`src/rtl/dma_arbiter.sv`:
```
// Round-robin DMA arbiter for three requesters (layer fetch, image load, result write).
// Optional watchdog enabled by defining DMA_ARB_WATCHDOG_EN.
module dma_arbiter (
  input  logic        clk,
  input  logic        reset,
  input  logic [2:0]  req,
  input  logic [15:0] addr0,
  input  logic [15:0] addr1,
  input  logic [15:0] addr2,
  input  logic [4:0]  len0,
  input  logic [4:0]  len1,
  input  logic [4:0]  len2,
  input  logic        dmaDone,
  output logic [2:0]  gnt,
  output logic [2:0]  done,
  output logic        dmaEnable,
  output logic        loadEnable,
  output logic        writeEnable,
  output logic [15:0] dmaAddress,
  output logic [4:0]  dmaLength,
  output logic        busy,
  output logic        timeoutErr,
  output logic [1:0]  state_o
);

  // Handshake: req is level-held by a requester until done pulses for it;
  // dmaEnable stays high until the DMA engine answers with dmaDone.

  localparam logic [4:0] BLOCK_SIZE = 5'd25;

  typedef enum logic [1:0] {
    S_IDLE    = 2'd0,
    S_BUSY    = 2'd1,
    S_RELEASE = 2'd2
  } state_t;

  state_t      state_q, state_d;
  logic [1:0]  rr_q, rr_d;
  logic [1:0]  win_q, win_d;
  logic [2:0]  gnt_q, gnt_d;
  logic [2:0]  done_q, done_d;
  logic        en_q, en_d;
  logic        ld_q, ld_d;
  logic        wr_q, wr_d;
  logic        busy_q, busy_d;
  logic [15:0] addr_q, addr_d;
  logic [4:0]  len_q, len_d;
  logic        wd_expire;

  function automatic logic [1:0] inc3(input logic [1:0] v);
    return (v == 2'd2) ? 2'd0 : v + 2'd1;
  endfunction

  function automatic logic [2:0] onehot(input logic [1:0] v);
    return 3'b001 << v;
  endfunction

  logic [1:0]  cand0, cand1, cand2, pick;
  logic [15:0] sel_addr;
  logic [4:0]  sel_len, len_clamp;

  // Search order starts at the round-robin pointer and wraps 2 -> 0.
  always_comb begin
    cand0 = rr_q;
    cand1 = inc3(rr_q);
    cand2 = inc3(cand1);
    if (req[cand0])      pick = cand0;
    else if (req[cand1]) pick = cand1;
    else                 pick = cand2;
  end

  always_comb begin
    sel_addr = addr0;
    sel_len  = len0;
    case (pick)
      2'd1: begin sel_addr = addr1; sel_len = len1; end
      2'd2: begin sel_addr = addr2; sel_len = len2; end
      default: begin sel_addr = addr0; sel_len = len0; end
    endcase
    len_clamp = (sel_len > BLOCK_SIZE) ? BLOCK_SIZE : sel_len;
  end

`ifdef DMA_ARB_WATCHDOG_EN
  logic [7:0] wd_q, wd_d;
  logic       to_q, to_d;
  // Fires on the BUSY cycle that takes the counter to 255.
  assign wd_expire  = (wd_q == 8'd254);
  assign timeoutErr = to_q;
`else
  assign wd_expire  = 1'b0;
  assign timeoutErr = 1'b0;
`endif

  always_ff @(posedge clk or negedge reset) begin
    if (!reset) begin
      state_q <= S_IDLE;
      rr_q    <= 2'd0;
      win_q   <= 2'd0;
      gnt_q   <= 3'b000;
      done_q  <= 3'b000;
      en_q    <= 1'b0;
      ld_q    <= 1'b0;
      wr_q    <= 1'b0;
      busy_q  <= 1'b0;
      addr_q  <= 16'd0;
      len_q   <= 5'd0;
`ifdef DMA_ARB_WATCHDOG_EN
      wd_q    <= 8'd0;
      to_q    <= 1'b0;
`endif
    end else begin
      state_q <= state_d;
      rr_q    <= rr_d;
      win_q   <= win_d;
      gnt_q   <= gnt_d;
      done_q  <= done_d;
      en_q    <= en_d;
      ld_q    <= ld_d;
      wr_q    <= wr_d;
      busy_q  <= busy_d;
      addr_q  <= addr_d;
      len_q   <= len_d;
`ifdef DMA_ARB_WATCHDOG_EN
      wd_q    <= wd_d;
      to_q    <= to_d;
`endif
    end
  end

  always_comb begin
    state_d = state_q;
    case (state_q)
      S_IDLE: begin
        if (|req) state_d = (len_clamp == 5'd0) ? S_RELEASE : S_BUSY;
      end
      S_BUSY: begin
        if (dmaDone || wd_expire) state_d = S_RELEASE;
      end
      S_RELEASE: state_d = S_IDLE;
      default:   state_d = S_IDLE;
    endcase
  end

  always_comb begin
    rr_d   = rr_q;
    win_d  = win_q;
    gnt_d  = gnt_q;
    done_d = 3'b000;
    en_d   = en_q;
    ld_d   = ld_q;
    wr_d   = wr_q;
    busy_d = busy_q;
    addr_d = addr_q;
    len_d  = len_q;
`ifdef DMA_ARB_WATCHDOG_EN
    wd_d   = wd_q;
    to_d   = to_q;
`endif
    case (state_q)
      S_IDLE: begin
        if (|req) begin
          win_d  = pick;
          addr_d = sel_addr;
          len_d  = len_clamp;
          // Zero-length bursts complete immediately without touching the DMA.
          if (len_clamp == 5'd0) begin
            done_d = onehot(pick);
          end else begin
            gnt_d  = onehot(pick);
            en_d   = 1'b1;
            ld_d   = (pick != 2'd2);
            wr_d   = (pick == 2'd2);
            busy_d = 1'b1;
`ifdef DMA_ARB_WATCHDOG_EN
            wd_d   = 8'd0;
`endif
          end
        end
      end
      S_BUSY: begin
        if (dmaDone || wd_expire) begin
          gnt_d  = 3'b000;
          en_d   = 1'b0;
          ld_d   = 1'b0;
          wr_d   = 1'b0;
          busy_d = 1'b0;
          done_d = onehot(win_q);
`ifdef DMA_ARB_WATCHDOG_EN
          to_d   = to_q | (wd_expire & ~dmaDone);
`endif
        end else begin
`ifdef DMA_ARB_WATCHDOG_EN
          wd_d   = wd_q + 8'd1;
`endif
        end
      end
      S_RELEASE: rr_d = inc3(win_q);
      default: ;
    endcase
  end

  assign gnt         = gnt_q;
  assign done        = done_q;
  assign dmaEnable   = en_q;
  assign loadEnable  = ld_q;
  assign writeEnable = wr_q;
  assign busy        = busy_q;
  assign dmaAddress  = addr_q;
  assign dmaLength   = len_q;
  assign state_o     = state_q;

endmodule

```
`config.mk`:
```
export PLATFORM = sky130hd
export DESIGN_NAME = dma_arbiter
export DESIGN_NICKNAME = d
export VERILOG_FILES = /design/src/rtl/dma_arbiter.sv
export SDC_FILE = /design/constraint.sdc
export NUM_CORES = 1
export LEC_CHECK = 0
export BUFFER_PORTS_ARGS = -buffer_cell sky130_fd_sc_hd__clkbuf_2
export CORE_MARGIN = 1.5
export CORE_UTILIZATION = 28
export DETAILED_ROUTE_END_ITERATION = 10
export GPL_TIMING_DRIVEN = 0
export HOLD_SLACK_MARGIN = 0.1
export SYNTH_ARGS = -nofsm -noshare
export SYNTH_HDL_FRONTEND = slang
export SYNTH_SLANG_ARGS = --single-unit
export TNS_END_PERCENT = 20
```
`constraint.sdc`:
```
create_clock -name clk -period 2.3 [get_ports clk]
set_input_delay 0.345 -clock clk [delete_from_list [all_inputs] [get_ports clk]]
set_output_delay 0.345 -clock clk [all_outputs]
set_load 0.01 [all_outputs]
```
## Yosys cells after proc, flatten, opt, wreduce, memory -nomap -nowiden

Cells that the tools add are included.

| cells by class | value |
|---|---|
| $lt $le $gt $ge | 3 |
| reduce and logical (&&, ||, !) cells | 7 |
| shift operators | 2 |
| mux-type cells | 34 |
| divide/modulo/power cells | 0 |
| equal/unequal tests | 11 |
| $mul | 0 |
| bitwise gates (word level) | 0 |
| $add $sub $neg | 3 |

Operator list:

| operator | count |
|---|---|
| $pmux 16 s2 | 1 |
| $mux 3 | 6 |
| $mux 2 | 8 |
| $pmux 3 s2 | 2 |
| $eq 2x2->1 const B | 5 |
| $pmux 5 s2 | 1 |
| $mux 1 | 9 |
| $ne 2x2->1 const B | 4 |
| $add 2x1->2 const B | 3 |
| $lt 2x3->1 const B | 2 |
| $pmux 1 s2 | 3 |
| $shl 1x2->3 const A | 2 |
| $gt 5x5->1 const B | 1 |
| $logic_not 5->1 | 1 |
| $mux 5 | 1 |
| $bmux 1 s2 | 2 |
| $eq 2x1->1 const B | 2 |
| $pmux 2 s2 | 1 |
| $reduce_and 2->1 | 2 |
| $reduce_and 4->1 | 1 |
| $reduce_or 3->1 | 1 |
| $logic_not 2->1 | 1 |
| $reduce_bool 2->1 | 1 |

| word-level totals | value |
|---|---|
| output and inout bits | 34 |
| memory bits (read-only) | 0 |
| logic and storage cells | 70 |
| bits in registers | 36 |
| input bits | 69 |
| memory bits (writable) | 0 |
| latch bits | 0 |
| memories | 0 |

## Depth between registers and ports, before layout

| depth | value |
|---|---|
| word-level depth | 14 |
| gate-level depth with buffers | 11 |
| depth with buffers taken out | 10 |

## Worst setup path after synthesis

No wires, ideal clock.

| path | value |
|---|---|
| kind | reg2reg |
| from | register rr_q[0] (netlist: cand0[0]) |
| to | register gnt_q[2] (netlist: gnt[2]) |
| library setup time | 0.121 ns |
| arrival time | 2.032 ns |
| data required time | 2.179 ns |
| period minus slack after synthesis | 2.153 ns |
| path slack | 0.147 ns |
| path buffers | 1 |
| cell stages (with the launch flop) | 10 |
| path through | dfrtp_1 -> nor2_1 -> a21oi_1 -> o31a_1 -> ha_1 -> buf_6 -> a21oi_2 -> nor3_4 -> a32o_2 -> a22o_1 |

| between the ends | value |
|---|---|
| longest elaborated chain between the ends | 13 |
| elaborated cells between the ends (all ways) | 24 |
| those cells by class | add/sub: 2; order compare: 1; eq/ne: 5; shift: 1; mux: 13; reduce/logical: 2 |

RTL lines:

| what | line | RTL |
|---|---|---|
| start: declaration | 38 | `logic [1:0] rr_q, rr_d;` |
| start signal: assignment | 113 | `rr_q <= rr_d;` |
| $add 2x1->2 / $eq 2x2->1 (equally long branches) | 51 | `return (v == 2'd2) ? 2'd0 : v + 2'd1;` |
| $mux 2 | 51 |  |
| $add 2x1->2, or another cell as far along | 51 |  |
| $mux 2 / $mux 1 (equally long branches) | 51, 68 |  |
| $mux 2 | 68 | `else if (req[cand1]) pick = cand1;` |
| $mux 2 * | 67 | `if (req[cand0]) pick = cand0;` |
| $eq 2x2->1 / $eq 2x1->1 (equally long branches) | 75 | `case (pick)` |
| $pmux 5 s2 | 75 |  |
| $gt 5x5->1 | 80 | `len_clamp = (sel_len > BLOCK_SIZE) ? BLOCK_SIZE : sel_len;` |
| $mux 5 | 80 |  |
| $logic_not 5->1 | 166 | `if (len_clamp == 5'd0) begin` |
| $ne 2x2->1 (no line) | -- |  |
| $reduce_and 4->1 (no line) | -- |  |
| end signal: assignment | 115 | `gnt_q <= gnt_d;` |
| end: declaration | 40 | `logic [2:0] gnt_q, gnt_d;` |

Mark *: on every way between the ends. The rest lies on a longest branch, timed or not. The select of a mux whose other input is x is not followed.
A chain may end at the register's enable or synchronous reset.

## Worst setup path in the final report

| path | value |
|---|---|
| from | register rr_q[0] (netlist: cand0[0]) |
| to | register gnt_q[1] (netlist: gnt[1]) |

Same word-level chain as after synthesis.

==> results.md <==
- Status: finished with violations
- Failing checks: DRC
- Routed wire length per instance: 13.43 um
- Chip height: 84.98 um
- Total Negative Setup Slacks: 0 ps
- Avg Cell Area, Syn: roughly 9 um^2
- Ys async rst share: 100.0%
- Routability cong.: 0.7308
- CTS root buf: clkbuf_8
- Die Width: approximately 85 um
- FF+latch count, synth: 35
- Post-Synthesis Cells: ~210
- Full die area: ~7200 um^2
- Netlist cell types: 37
- Max Cap Viol: 0
- Vias per inst: between 4 and 5
- Crit start category: flop
- Syn nets: 280
- Synth top cells by count: nand2_1, dfrtp_1, o21ai_1
- Final Max Slew Viols: 0
- Detailed Routing Iterations Pass 1: 7
- R2r endpoint: gnt[1]
- Required time of the critical path: roughly 2500 ps
- Initial core utilization: a little under 30%
- Worst-path clk slew: roughly 80 ps
- Total grt overflow: 0
- H-Tree Depth: 2
- Relative slew slack: between 40% and 50%
- Clk_lat worst skew: a little under 300 ps
- Top cells by area, synth: dfrtp_1, nand2_1, a22oi_1
- Area of the multi-input gates: about 950 um^2
- Worst flop-to-flop path startpoint: cand0[0]
- Crit Path Class: reg2reg
- Final setup fails: 0
- Total routed wirelength: approximately 5.4 mm
- Vias: approximately 1,900
- Antenna violations before repair: 0
- Largest net degree at the start of global routing: 36
- Clock tree from TritonCTS: yes
- Leakage: 1.385 nW
- CTS hold repair buffers: 0
- Synth Cell Area: approximately 1900 um^2
- Area grow syn2layout: 46.41%
- Register area: 875.8 um^2
- Vias in the first global route: ~1,800
- DP Cell Count: just under 400
- Time the worst path needs with I/O delays and setup: around 2300 ps
- Worst Tran Pin Value: roughly 870 ps
- First-pass GRT wire length: around 8.6 mm
- FF-to-FF setup slack: ~27 ps
- Period Utilization, post-route: between 90% and 100%
- Hold Path Class: in2async
- Worst path arrival time: between 2000 and 2500 ps
- Crit Path Max Fanout: 7
- Yosys top cell by area: dfrtp_1
- Final net count: 397
- PD cells: roughly 1600 nW/um^2
- Fmax achieved: ~440 MHz
- Fillers: around 670
- Port buffer count: ~100
- Top_reg_cell synth: dfrtp_1
- Max rail drop VDD: ~0.66 mV
- Most frequent cell after synthesis: nand2_1
- Tot GR Track Use: 15.38%
- Hold Fails Final Rpt: 0
- CP endpoint kind: flop
- Post-synth EDFFs: 0
- Non-Filler Instances: ~400
- Initial DRC count: 99
- Detailed Place HPWL: about 4.1 mm
- Ports: roughly 100
- Rows: 29
- Skew final: 8.932 ps
- Post-synthesis sequential area ratio: ~47%
- Top cell type's share of synthesized area: between 40% and 50%
- Worst reg2reg path depth: 10
- YS warnings: 0
- TritonCTS Buffers: 5
- Core area: 6422 um^2
- DRC: 8
- Diodes inserted: 0
- Post-DRT Antenna Nets: 0
- RSZ-0062 raised after global routing: true
- Max Root-Sink Buffers: 2
- Share of cells above drive strength 1: 45.71%
- CTS sink cnt: 35
==> power by group <==
| group | internal (mW) | total [mW] | switching, mW |
|---|---|---|---|
| registers | 0.914 | 1.09 | 0.175 |
| clock network | 0.323 | 0.551 | 0.229 |
| logic | 1.22 | 2.78 | 1.57 |
| total | 2.45 | 4.42 | 1.97 |
==> per-stage QoR <==
step                util, %  area [um^2]  hold WS [ps]  total power, mW  setup WS [ps]
floorplan                 -         1882         49.41            2.757          146.7
global placement      38.67         2484         461.4            3.531         -150.6
detailed placement    38.67         2484         465.7            3.561         -169.9
CTS                   41.28         2651         182.9            4.237          7.718
global route          42.90         2755         232.7            4.839         -115.1
finish                42.90         2755         152.2            4.424          26.90
==> cells in the final DEF (no fill, tap or decap), types with 2 or more instances in the layout <==
master,count
o21ai_0,16
nand2_1,45
buf_8,2
inv_1,4
a22oi_1,19
ha_4,3
a22oi_2,2
clkbuf_8,5
a21oi_2,5
mux2_1,2
clkbuf_1,4
buf_4,11
a22o_1,4
nor2_2,2
nand2b_1,2
o31a_1,2
buf_2,6
dfrtp_1,35
nor2_1,6
clkbuf_2,101
o21ai_1,23
==> routing by layer <==
layer | wire length [um] | global-route usage [%]
met5 | 0 | 0
met2 | 2515 | 24.24
met4 | 66 | 4.471
met1 | 2466 | 20.74
met3 | 366 | 4.183
==> cell type report <==
cell class | instances | share of cell area [%]
Buffer | 16 | 3.951
Clock buffer | 5 | 2.498
Clock inverter | 3 | 1.589
Inverter | 5 | 0.6812
Multi-Input combinational cell | 152 | 34.56
Sequential cell | 35 | 31.79
Tap cell | 77 | 3.497
Timing Repair Buffer | 110 | 21.44
==> critical path: stages, from the launching register on <==
cell and delay, ps:
dfrtp_1 410, nor2_1 90, a21oi_1 40, o31a_1 350, ha_4 370, buf_8 130
nor2_2 40, a21oi_2 190, nor2_4 70, a32o_2 290, a22o_1 190
==> worst max-delay path by stage <==
stage	startpoint	cells after the start	to	slack [ps]
3_5_place_dp	req[0]	11	done[2]	-170
4_1_cts	cand0[0]	11	gnt[1]	8
3_3_place_gp	req[0]	11	gnt[2]	-150
2_1_floorplan	cand0[0]	9	gnt[2]	150
6_report	cand0[0]	10	gnt[1]	30
5_1_grt	cand0[0]	11	gnt[0]	-120
==> cell families after synthesis <==
kind of cell	Yosys count	synth area share [%]
buffers and inverters	21	6.183
adder cells (fa/ha/maj)	3	1.995
AO/OA/AOI/OAI	81	28.39
flip-flops	35	46.54
AND/OR/NAND/NOR	64	14.96
other	1	0.1993
multiplexers	3	1.729
==> sequential cells by signal (all words and copies together) (netlist names) <==
signal      flops
busy            1
loadEnable      1
gnt             3
dmaAddress     16
dmaLength       5
done            3
cand0           2
win_q           2
state_o         2
==> timing repair <==
item / 4_1_cts / 5_1_grt
pin swaps: 3 / 4
setup buffers: 3 / 5
setup endpoints to repair: 8 / 24
cloned: 0 / 1
gates resized for setup: 6 / 9
Power figures use the tool's default switching activity.
